File: src/rtl/rv32i_pkg.sv
// rtl/rv32i_pkg.sv - rv32i shared encodings: ALU/branch codes, opcodes, shift FSM states
package rv32i_pkg;

    localparam logic [3:0] ALU_ADD   = 4'd0;
    localparam logic [3:0] ALU_SUB   = 4'd1;
    localparam logic [3:0] ALU_SLL   = 4'd2;
    localparam logic [3:0] ALU_SLT   = 4'd3;
    localparam logic [3:0] ALU_SLTU  = 4'd4;
    localparam logic [3:0] ALU_XOR   = 4'd5;
    localparam logic [3:0] ALU_SRL   = 4'd6;
    localparam logic [3:0] ALU_SRA   = 4'd7;
    localparam logic [3:0] ALU_OR    = 4'd8;
    localparam logic [3:0] ALU_AND   = 4'd9;
    localparam logic [3:0] ALU_PASSB = 4'd10;

    localparam logic [2:0] BU_BEQ  = 3'b000;
    localparam logic [2:0] BU_BNE  = 3'b001;
    localparam logic [2:0] BU_BLT  = 3'b100;
    localparam logic [2:0] BU_BGE  = 3'b101;
    localparam logic [2:0] BU_BLTU = 3'b110;
    localparam logic [2:0] BU_BGEU = 3'b111;

    localparam logic [6:0] OPC_BRANCH = 7'b1100011;
    localparam logic [6:0] OPC_JAL    = 7'b1101111;
    localparam logic [6:0] OPC_JALR   = 7'b1100111;

    typedef enum logic [1:0] {
        SH_IDLE  = 2'd0,
        SH_SHIFT = 2'd1,
        SH_DONE  = 2'd2
    } shift_state_t;

    function automatic logic is_shift_func(input logic [3:0] func);
        return (func == ALU_SLL) || (func == ALU_SRL) || (func == ALU_SRA);
    endfunction

    // MEM beats WB; x0 always reads the register file.
    function automatic logic [31:0] fwd_select(
        input logic [4:0]  raddr,
        input logic [31:0] rf_data,
        input logic        mem_we,
        input logic [4:0]  mem_waddr,
        input logic [31:0] mem_data,
        input logic        wb_we,
        input logic [4:0]  wb_waddr,
        input logic [31:0] wb_data
    );
        if (raddr == 5'd0)
            return rf_data;
        if (mem_we && (mem_waddr == raddr))
            return mem_data;
        if (wb_we && (wb_waddr == raddr))
            return wb_data;
        return rf_data;
    endfunction

endpackage

File: src/rtl/ex_shift_serial.sv
// rtl/ex_shift_serial.sv - iterative one-bit-per-cycle shifter with IDLE/SHIFT/DONE control
module ex_shift_serial
    import rv32i_pkg::*;
(
    input  logic        clk,
    input  logic        rstn,
    input  logic [3:0]  i_func,
    input  logic [31:0] i_a,
    input  logic [4:0]  i_shamt,
    output logic        o_busy,
    output logic        o_valid,
    output logic        o_done,
    output logic [31:0] o_result
);

    shift_state_t r_state;
    shift_state_t w_next;
    logic [31:0]  r_acc;
    logic [4:0]   r_cnt;
    logic [3:0]   r_func;
    logic         w_start;
    logic [31:0]  w_acc_shifted;

    assign w_start = is_shift_func(i_func) && (i_shamt != 5'd0);

    always_comb begin
        w_acc_shifted = r_acc;
        case (r_func)
            ALU_SLL: w_acc_shifted = {r_acc[30:0], 1'b0};
            ALU_SRL: w_acc_shifted = {1'b0, r_acc[31:1]};
            ALU_SRA: w_acc_shifted = {r_acc[31], r_acc[31:1]};
            default: w_acc_shifted = r_acc;
        endcase
    end

    always_ff @(posedge clk) begin
        if (!rstn) begin
            r_state <= SH_IDLE;
            r_acc   <= 32'd0;
            r_cnt   <= 5'd0;
            r_func  <= ALU_ADD;
        end else begin
            r_state <= w_next;
            case (r_state)
                SH_IDLE: begin
                    if (w_start) begin
                        r_acc  <= i_a;
                        r_cnt  <= i_shamt;
                        r_func <= i_func;
                    end
                end
                SH_SHIFT: begin
                    r_acc <= w_acc_shifted;
                    r_cnt <= r_cnt - 5'd1;
                end
                default: ;
            endcase
        end
    end

    always_comb begin
        w_next  = r_state;
        o_busy  = 1'b0;
        o_valid = 1'b0;
        case (r_state)
            SH_IDLE: begin
                if (w_start) begin
                    o_busy = 1'b1;
                    w_next = SH_SHIFT;
                end else begin
                    o_valid = 1'b1;
                end
            end
            SH_SHIFT: begin
                o_busy = 1'b1;
                if (r_cnt == 5'd1)
                    w_next = SH_DONE;
            end
            SH_DONE: begin
                o_valid = 1'b1;
                w_next  = SH_IDLE;
            end
            default: w_next = SH_IDLE;
        endcase
        // The stall must drop during reset so the held instruction is released.
        if (!rstn)
            o_busy = 1'b0;
    end

    assign o_done   = (r_state == SH_DONE);
    assign o_result = r_acc;

endmodule

File: src/rtl/ex_stage.sv
// rtl/ex_stage.sv - rv32i execute stage: forwarding, ALU, branch unit, shifter (EX_FAST_SHIFT_EN selects barrel shifter)
module ex_stage
    import rv32i_pkg::*;
(
    input  logic        clk,
    input  logic        rstn,
    input  logic [31:0] i_ex_pc_current,
    input  logic [31:0] i_ex_immediate,
    input  logic        i_ex_alu_din_a_sel,
    input  logic        i_ex_alu_din_b_sel,
    input  logic [3:0]  i_ex_alu_func,
    input  logic [2:0]  i_ex_bu_func,
    input  logic [6:0]  i_ex_opcode,
    input  logic [31:0] i_ex_rf_dout_rs1,
    input  logic [31:0] i_ex_rf_dout_rs2,
    input  logic [4:0]  i_ex_rf_raddr_rs1,
    input  logic [4:0]  i_ex_rf_raddr_rs2,
    input  logic        i_mem_rf_we,
    input  logic [4:0]  i_mem_rf_waddr,
    input  logic [31:0] i_mem_fwd_data,
    input  logic        i_wb_rf_we,
    input  logic [4:0]  i_wb_rf_waddr,
    input  logic [31:0] i_wb_rf_din,
    output logic [31:0] o_ex_alu_result,
    output logic [31:0] o_ex_rs2_fwd,
    output logic        o_ex_valid,
    output logic        o_ex_busy,
    output logic        o_ex_branch_taken,
    output logic [31:0] o_ex_branch_target
);

    logic [31:0] w_rs1_fwd;
    logic [31:0] w_rs2_fwd;
    logic [31:0] w_a;
    logic [31:0] w_b;
    logic [4:0]  w_shamt;
    logic [31:0] w_alu;
    logic        w_cond;
    logic        w_taken;
    logic        w_valid;

    assign w_rs1_fwd = fwd_select(i_ex_rf_raddr_rs1, i_ex_rf_dout_rs1, i_mem_rf_we, i_mem_rf_waddr,
                                  i_mem_fwd_data, i_wb_rf_we, i_wb_rf_waddr, i_wb_rf_din);
    assign w_rs2_fwd = fwd_select(i_ex_rf_raddr_rs2, i_ex_rf_dout_rs2, i_mem_rf_we, i_mem_rf_waddr,
                                  i_mem_fwd_data, i_wb_rf_we, i_wb_rf_waddr, i_wb_rf_din);

    assign w_a     = i_ex_alu_din_a_sel ? i_ex_pc_current : w_rs1_fwd;
    assign w_b     = i_ex_alu_din_b_sel ? i_ex_immediate  : w_rs2_fwd;
    assign w_shamt = w_b[4:0];

    always_comb begin
        w_alu = 32'd0;
        case (i_ex_alu_func)
            ALU_ADD:   w_alu = w_a + w_b;
            ALU_SUB:   w_alu = w_a - w_b;
            ALU_SLT:   w_alu = {31'd0, $signed(w_a) < $signed(w_b)};
            ALU_SLTU:  w_alu = {31'd0, w_a < w_b};
            ALU_XOR:   w_alu = w_a ^ w_b;
            ALU_OR:    w_alu = w_a | w_b;
            ALU_AND:   w_alu = w_a & w_b;
            ALU_PASSB: w_alu = w_b;
`ifdef EX_FAST_SHIFT_EN
            ALU_SLL:   w_alu = w_a << w_shamt;
            ALU_SRL:   w_alu = w_a >> w_shamt;
            ALU_SRA:   w_alu = $unsigned($signed(w_a) >>> w_shamt);
`else
            // Only the shamt-0 case resolves combinationally; others finish in the serial shifter.
            ALU_SLL, ALU_SRL, ALU_SRA: w_alu = w_a;
`endif
            default:   w_alu = 32'd0;
        endcase
    end

`ifdef EX_FAST_SHIFT_EN
    assign o_ex_alu_result = w_alu;
    assign o_ex_busy       = 1'b0;
    assign w_valid         = 1'b1;
`else
    logic        w_sh_done;
    logic [31:0] w_sh_result;

    ex_shift_serial u_shift (
        .clk      (clk),
        .rstn     (rstn),
        .i_func   (i_ex_alu_func),
        .i_a      (w_a),
        .i_shamt  (w_shamt),
        .o_busy   (o_ex_busy),
        .o_valid  (w_valid),
        .o_done   (w_sh_done),
        .o_result (w_sh_result)
    );

    assign o_ex_alu_result = w_sh_done ? w_sh_result : w_alu;
`endif

    always_comb begin
        w_cond = 1'b0;
        case (i_ex_bu_func)
            BU_BEQ:  w_cond = (w_rs1_fwd == w_rs2_fwd);
            BU_BNE:  w_cond = (w_rs1_fwd != w_rs2_fwd);
            BU_BLT:  w_cond = ($signed(w_rs1_fwd) <  $signed(w_rs2_fwd));
            BU_BGE:  w_cond = ($signed(w_rs1_fwd) >= $signed(w_rs2_fwd));
            BU_BLTU: w_cond = (w_rs1_fwd <  w_rs2_fwd);
            BU_BGEU: w_cond = (w_rs1_fwd >= w_rs2_fwd);
            default: w_cond = 1'b0;
        endcase
    end

    always_comb begin
        w_taken            = 1'b0;
        o_ex_branch_target = i_ex_pc_current + i_ex_immediate;
        case (i_ex_opcode)
            OPC_BRANCH: w_taken = w_cond;
            OPC_JAL:    w_taken = 1'b1;
            OPC_JALR: begin
                w_taken            = 1'b1;
                o_ex_branch_target = (w_rs1_fwd + i_ex_immediate) & ~32'd1;
            end
            default:    w_taken = 1'b0;
        endcase
    end

    assign o_ex_valid        = w_valid;
    assign o_ex_branch_taken = w_taken && w_valid;
    assign o_ex_rs2_fwd      = w_rs2_fwd;

endmodule

File: config.mk
export PLATFORM = sky130hd
export DESIGN_NAME = ex_stage
export DESIGN_NICKNAME = d
export VERILOG_FILES = /design/src/rtl/rv32i_pkg.sv /design/src/rtl/ex_shift_serial.sv /design/src/rtl/ex_stage.sv
export SDC_FILE = /design/constraint.sdc
export NUM_CORES = 1
export LEC_CHECK = 0
export ABC_AREA = 1
export CORE_ASPECT_RATIO = 0.9
export CORE_MARGIN = 2
export CORE_UTILIZATION = 40
export DETAILED_ROUTE_END_ITERATION = 16
export PLACE_DENSITY = 0.65
export SYNTH_ARGS = -nofsm -noshare
export SYNTH_HDL_FRONTEND = slang
export SYNTH_SLANG_ARGS = --single-unit
File: constraint.sdc
create_clock -name clk -period 10 [get_ports clk]
set_input_delay 3 -clock clk [delete_from_list [all_inputs] [get_ports clk]]
set_output_delay 3 -clock clk [all_outputs]
set_load 0.03 [all_outputs]
==> After elaboration in Yosys (flattened, before gate mapping) <==
Index checks and enable logic that the tools add are counted.
{ "totals": {"ff_bits": 43, "out_inout_bits": 99, "word_cells": 120} }
{ "op_classes": {"addsub": 5, "order_cmp": 6, "n_eq_ne": 35, "muxes": 44, "n_bitwise": 3, "reduce_logical": 22} }
{ "ops": {"columns": ["operator", "n"], "rows": [
  ["32-bit two-way mux", 17],
  ["32-bit case mux with 9 select lines", 1],
  ["32-bit less-than comparator", 4],
  ["32-bit adder", 3],
  ["32-bit case mux with 3 select lines", 1],
  ["32-bit greater-or-equal comparator", 2],
  ["32-bit case mux with 2 select lines", 1],
  ["32-bit bitwise AND", 1],
  ["32-bit equality test", 1],
  ["32-bit inequality test", 1],
  ["32-bit OR", 1],
  ["32-bit subtractor", 1],
  ["32-bit bitwise XOR", 1],
  ["4-bit by 3-bit equality test with 1-bit output, second input constant", 6],
  ["7-bit equality test, second input constant", 3],
  ["5-bit equality test", 4],
  ["1-bit two-way mux", 15],
  ["3-bit equality test, second input constant", 4],
  ["4-bit by 2-bit equality test with 1-bit output, second input constant", 3],
  ["4-bit equality test, second input constant", 3],
  ["5-bit zero test", 2],
  ["5-bit case mux with 2 select lines", 1],
  ["1-bit logical AND", 6],
  ["1-bit case mux with 2 select lines", 3],
  ["25 further kinds", 30]
]} }

==> Logic depth before layout (Yosys ltp) <==
{ "depth": {"depth_word": 15, "mapped_depth": 33, "depth_no_buf": 30} }

==> Cells and area by module <==
From an unflattened synthesis, not the netlist that was laid out.
{ "hier_totals": {"hier_cells": 3000, "area_unflattened_um2": 16128.0} }
{ "modules_own_cells": {"columns": ["module", "instances", "cells_per_inst", "area_per_inst_um2", "seq_area_each_um2"], "rows": [
  ["ex_stage", 1, 2556, 13558.0, 0.0],
  ["ex_shift_serial", 1, 444, 2570.0, 860.8]
]} }

==> Worst setup path before layout <==
No wires, ideal clock.
{ "synth_path": {"path_kind": "input to output", "start": "input i_mem_rf_waddr[2]", "end": "output o_ex_alu_result[21]", "t_arrival_ps": 6494, "required_ps": 7000, "path_slack_ps": 506, "path_stages": 29, "n_path_buf": 3, "cell_sequence": "inv_1 -> nand2_1 -> nand2_1 -> nor2_2 -> nand3_4 -> buf_2 -> clkbuf_1 -> o21ai_0 -> nand2_1 -> o21a_1 -> inv_2 -> nand2_1 -> o21ai_1 -> inv_1 -> ha_1 -> clkbuf_1 -> inv_1 -> a21oi_1 -> o21ai_0 -> a21oi_1 -> nand2_1 -> a21oi_1 -> nor2_1 -> nand2_1 -> nand3_1 -> nand3_1 -> nand3_1 -> o21ai_0 -> o21ai_0"} }
{ "synth_via": {"elab_chain_cells": 11} }
{ "synth_lines": {"columns": ["element", "line", "source"], "rows": [
  ["from (decl)", "ex_stage.sv:19", "input logic [4:0] i_mem_rf_waddr,"],
  ["5-bit equality test (*)", "rv32i_pkg.sv:50", "if (mem_we && (mem_waddr == raddr))"],
  ["1-bit logical AND (*)", "rv32i_pkg.sv:50", null],
  ["32-bit two-way mux", "rv32i_pkg.sv:50", null],
  ["32-bit two-way mux", "rv32i_pkg.sv:52", "if (wb_we && (wb_waddr == raddr))"],
  ["32-bit two-way mux", "rv32i_pkg.sv:54", "return rf_data;"],
  ["32-bit two-way mux (*)", "rv32i_pkg.sv:52", null],
  ["32-bit two-way mux (*)", "rv32i_pkg.sv:50", null],
  ["named net o_ex_rs2_fwd[8]", "ex_stage.sv:25", "output logic [31:0] o_ex_rs2_fwd,"],
  ["32-bit two-way mux (*)", "ex_stage.sv:48", "assign w_b = i_ex_alu_din_b_sel ? i_ex_immediate : w_rs2_fwd;"],
  ["32-bit subtractor / 32-bit adder (equally long branches)", "ex_stage.sv:55, ex_stage.sv:54", null],
  ["32-bit case mux with 9 select lines (*)", "ex_stage.sv:53", "case (i_ex_alu_func)"],
  ["32-bit two-way mux (*)", "ex_stage.sv:94", "assign o_ex_alu_result = w_sh_done ? w_sh_result : w_alu;"],
  ["to (decl)", "ex_stage.sv:24", "output logic [31:0] o_ex_alu_result,"]
]} }
The timed path passes the listed nets; every way through them passes the cells marked *. The select of a mux whose other input is x is not followed.

==> Worst setup path after layout <==
{ "layout_path": {"start": "input i_mem_rf_waddr[2]", "end": "output o_ex_alu_result[17]"} }
{ "layout_via": {"elab_chain_cells": 11} }
{ "layout_lines": {"columns": ["element", "line", "source"], "rows": [
  ["5-bit equality test", "rv32i_pkg.sv:50", null],
  ["1-bit logical AND", "rv32i_pkg.sv:50", null],
  ["32-bit two-way mux", "rv32i_pkg.sv:50", null],
  ["32-bit two-way mux", "rv32i_pkg.sv:52", null],
  ["32-bit two-way mux", "rv32i_pkg.sv:54", null],
  ["32-bit two-way mux", "rv32i_pkg.sv:52", null],
  ["32-bit two-way mux", "rv32i_pkg.sv:50", null],
  ["32-bit two-way mux, on equally long branches", "ex_stage.sv:47, ex_stage.sv:48", null],
  ["32-bit subtractor, or another cell as far along", "ex_stage.sv:55", "ALU_SUB: w_alu = w_a - w_b;"],
  ["32-bit case mux with 9 select lines (*)", "ex_stage.sv:53", null],
  ["32-bit two-way mux (*)", "ex_stage.sv:94", null]
]} }
Every way passes the cells marked *; elsewhere a longest branch is shown, timed or not. The select of a mux whose other input is x is not followed.

==> flow_metrics.env <==
export IMPL_power_density_mw_per_mm2=95.65
export IMPL_finalNetCount=4175
export IMPL_instances_no_fill=4281
export IMPL_hp_class="reg2reg"
export IMPL_firstDrtPassIters=9
export IMPL_cts_tree="built"
export IMPL_worst_pin_slew_ns=1.137
export IMPL_nFillCells=3828
export IMPL_gp_routability_congestion=1.059
export IMPL_finalHoldViolations=0
export IMPL_overflow=0
export IMPL_yosys_warnings=0
export IMPL_core_area_mm2=0.03928
export IMPL_synth_cell_type_count=54
export IMPL_portBuffers=330
export IMPL_worst_path_max_delay_cell="or2_2"
export IMPL_cts_root_buf="clkbuf_16"
export IMPL_postRouteAntennaNets=0
export IMPL_hpwl_um=70390
export IMPL_boundaryPins=331
export IMPL_ys_seq_elements=43
export IMPL_drc=0
export IMPL_clockBufferDepth=2
export IMPL_clk_pin_slew_ns=0.07
export IMPL_max_cap_violations=0
export IMPL_finalCritPeriodShare_pct=99.40
export IMPL_layout_drive_gt1_share_pct=26.06
export IMPL_crit_path_start_kind="input pin"
export IMPL_setup_violations=0
export IMPL_final_common_cell="nand2_1"
export IMPL_drt_iter0_drc=2718
export IMPL_critPathKind="in2out"
export IMPL_start_util_pct=40.31
export IMPL_seqCellArea_um2=860.8
export IMPL_cts_sinks=43
export IMPL_postSynthAreaPerCell_um2=5.406
export IMPL_ir_worst_vdd_v=0.00008987
export IMPL_synth_largest_area_cell="nand2_1"
export IMPL_multi_input_area_mm2=0.01386
export IMPL_synth_fp_nets=3356
export IMPL_cp_num_buf_inv=10
export IMPL_synth_top_area_share_pct=15.81
export IMPL_critPathCaptureType="primary output"
export IMPL_status="finished, final reports clean"
export IMPL_post_drt_via_cell_ratio=5.651
export IMPL_syn_inst=2929
export IMPL_power_total_mw=2.414
export IMPL_final_cell_mix="644 x nand2_1, 610 x buf_4, 389 x inv_1"
export IMPL_critPathTopFamily="simple AND/OR/NAND/NOR gates"
export IMPL_clkLatencyLatePin_ns=0.30
export IMPL_cts_buffers=5
export IMPL_die_width_um=213.7
export IMPL_final_max_slew_viol_count=0
export IMPL_dieArea_mm2=0.04119
export IMPL_stdcell_area_mm2=0.02524
export IMPL_htree_levels=2
export IMPL_rows=69
export IMPL_critPathRequiredTime_ns=7.00
export IMPL_critPathArrivalTime_ns=6.94
export IMPL_grt_start_max_net_pins=49
export IMPL_vias=24190
export IMPL_tns_ns=0
export IMPL_antennaDiodeCount=0
export IMPL_grt_use_total_pct=39.75
export IMPL_synth_edf_count=0
export IMPL_fmax_ghz=0.1006
export IMPL_critical_path_max_fanout=6
export IMPL_leakagePower_nw=12.45
export IMPL_placed_area_mm2=0.02374
export IMPL_seq_area_frac_synth_pct=5.437
export IMPL_antenna_found_initial=1
export IMPL_die_height_um=192.8
export IMPL_wl_um=86460
export IMPL_r2r_slack_ns=6.99
export IMPL_synthTopCellsByArea="nand2_1 16%, ha_1 15%, o21ai_0 11%"
export IMPL_path_common_cell="nand2_1"
export IMPL_period_needed_ns=9.940
export IMPL_rsz0062_at_grt="yes"
export IMPL_area_growth_pct=59.38
export IMPL_skew_ns=0.008462
export IMPL_placed_cells=4237
export IMPL_grt_pass1_vias=22340
export IMPL_relSlewSlack_pct=23.74
export IMPL_ys_async_sr_fraction_pct=0
export IMPL_grt_first_pass_wirelength_um=125400
export IMPL_routedWlPerCell_um=20.20
export IMPL_slowest_delay_ns=0.28
export IMPL_netlist_area_mm2=0.01583
export IMPL_ys_flop_type="dfxtp_1"
## stage by stage
stage / worst slack (ns) / hold WS (ns) / utilization [%]
2_1_floorplan: 0.5060 / 0.4305 / -
5_1_grt: -0.1079 / 0.4828 / 64.24
4_1_cts: 0.004896 / 0.4608 / 62.94
6_report: 0.06014 / 0.4582 / 64.24
3_3_place_gp: -0.9471 / 0.4453 / 60.44
3_5_place_dp: -0.8964 / 0.4525 / 60.44
## sequential cells by signal, summed over array words and instances, names as in the netlist
name / flops
u_shift.r_state: 2
u_shift.r_func: 4
u_shift.r_cnt: 5
u_shift.o_result: 32
## cells by family after synthesis
family,synth area share [%]
XOR/XNOR,0.9403
AO/OA/AOI/OAI,32.18
adder cells (fa/ha/maj),15.60
AND/OR/NAND/NOR,32.75
flip-flops,5.437
buffers and inverters,13.10
## final timing paths
path | to | startpoint | cells after the start
hold / removal | u_shift.r_func[2] | u_shift.r_func[2] | 2
setup reg to reg | u_shift.o_result[24] | u_shift.r_func[1] | 6
setup / recovery | o_ex_alu_result[17] | i_mem_rf_waddr[2] | 33
hold reg to reg | u_shift.r_func[2] | u_shift.r_func[2] | 2
## layer usage
metal / vias to the layer above / track usage, % / part of all wire (%)
li1: 11510 / - / -
met5: - / 0 / 0.016
met1: 11040 / 50.73 / 41
met4: 2 / 20.54 / 5.9
met2: 1349 / 65.31 / 44
met3: 291 / 5.207 / 8.8
## where the power goes
group,internal (mW),leakage (nW),switching (mW)
Clock,0.119,0.0804,0.0825
Combinational,0.882,12.0,1.12
Sequential,0.191,0.354,0.0151
## synth_stat cells (2+ instances only)
| master | instances |
|---|---|
| a31oi_1 | 10 |
| buf_1 | 10 |
| nand3b_1 | 7 |
| a221oi_1 | 10 |
| a211oi_1 | 9 |
| nor2_2 | 3 |
| nand3_4 | 3 |
| nand4_1 | 36 |
| buf_2 | 19 |
| nand3_1 | 144 |
| a21o_1 | 11 |
| o21ai_0 | 351 |
| o22ai_1 | 16 |
| o2111ai_1 | 4 |
| o21bai_1 | 11 |
| and2_1 | 5 |
| o21a_1 | 36 |
| clkbuf_1 | 80 |
| nand2_2 | 6 |
| ha_1 | 191 |
| o21ai_1 | 33 |
| dfxtp_1 | 43 |
| a21oi_2 | 11 |
| nand2_4 | 2 |
| inv_2 | 13 |
| nand2_1 | 667 |
| a21boi_0 | 4 |
| o21ai_2 | 6 |
| inv_1 | 410 |
| nor2_1 | 281 |
| nor3_1 | 31 |
| or2_2 | 22 |
| fa_1 | 4 |
| nor4_1 | 13 |
| o221ai_1 | 18 |
| clkinv_1 | 3 |
| xnor2_1 | 6 |
| nor3b_1 | 3 |
| xor2_1 | 11 |
| a21oi_1 | 316 |
| o31ai_1 | 5 |
| o211ai_1 | 51 |
| buf_6 | 2 |
| nand3_2 | 2 |
## final cells by class
type                    count  area share (%)
clock buffers               5          0.4958
clock inverters             3          0.1834
inverters                 426           6.401
multi-input cells        2348           54.93
flip-flops and latches     43           3.411
well taps                 532           2.638
repair buffers            924           31.94
## repair_timing
item	CTS	global route
gates cloned	2	2
setup buffers	15	19
setup endpoints to repair	45	47
hold buffers	0	0
resized for setup	231	178
pin swaps	51	69
## tightest hold or removal path: stages, from the launching register on
cell and delay (ns):
dfxtp_1 0.30, inv_1 0.06, a21oi_1 0.06
Note: power is estimated with default switching activity, not from simulation.
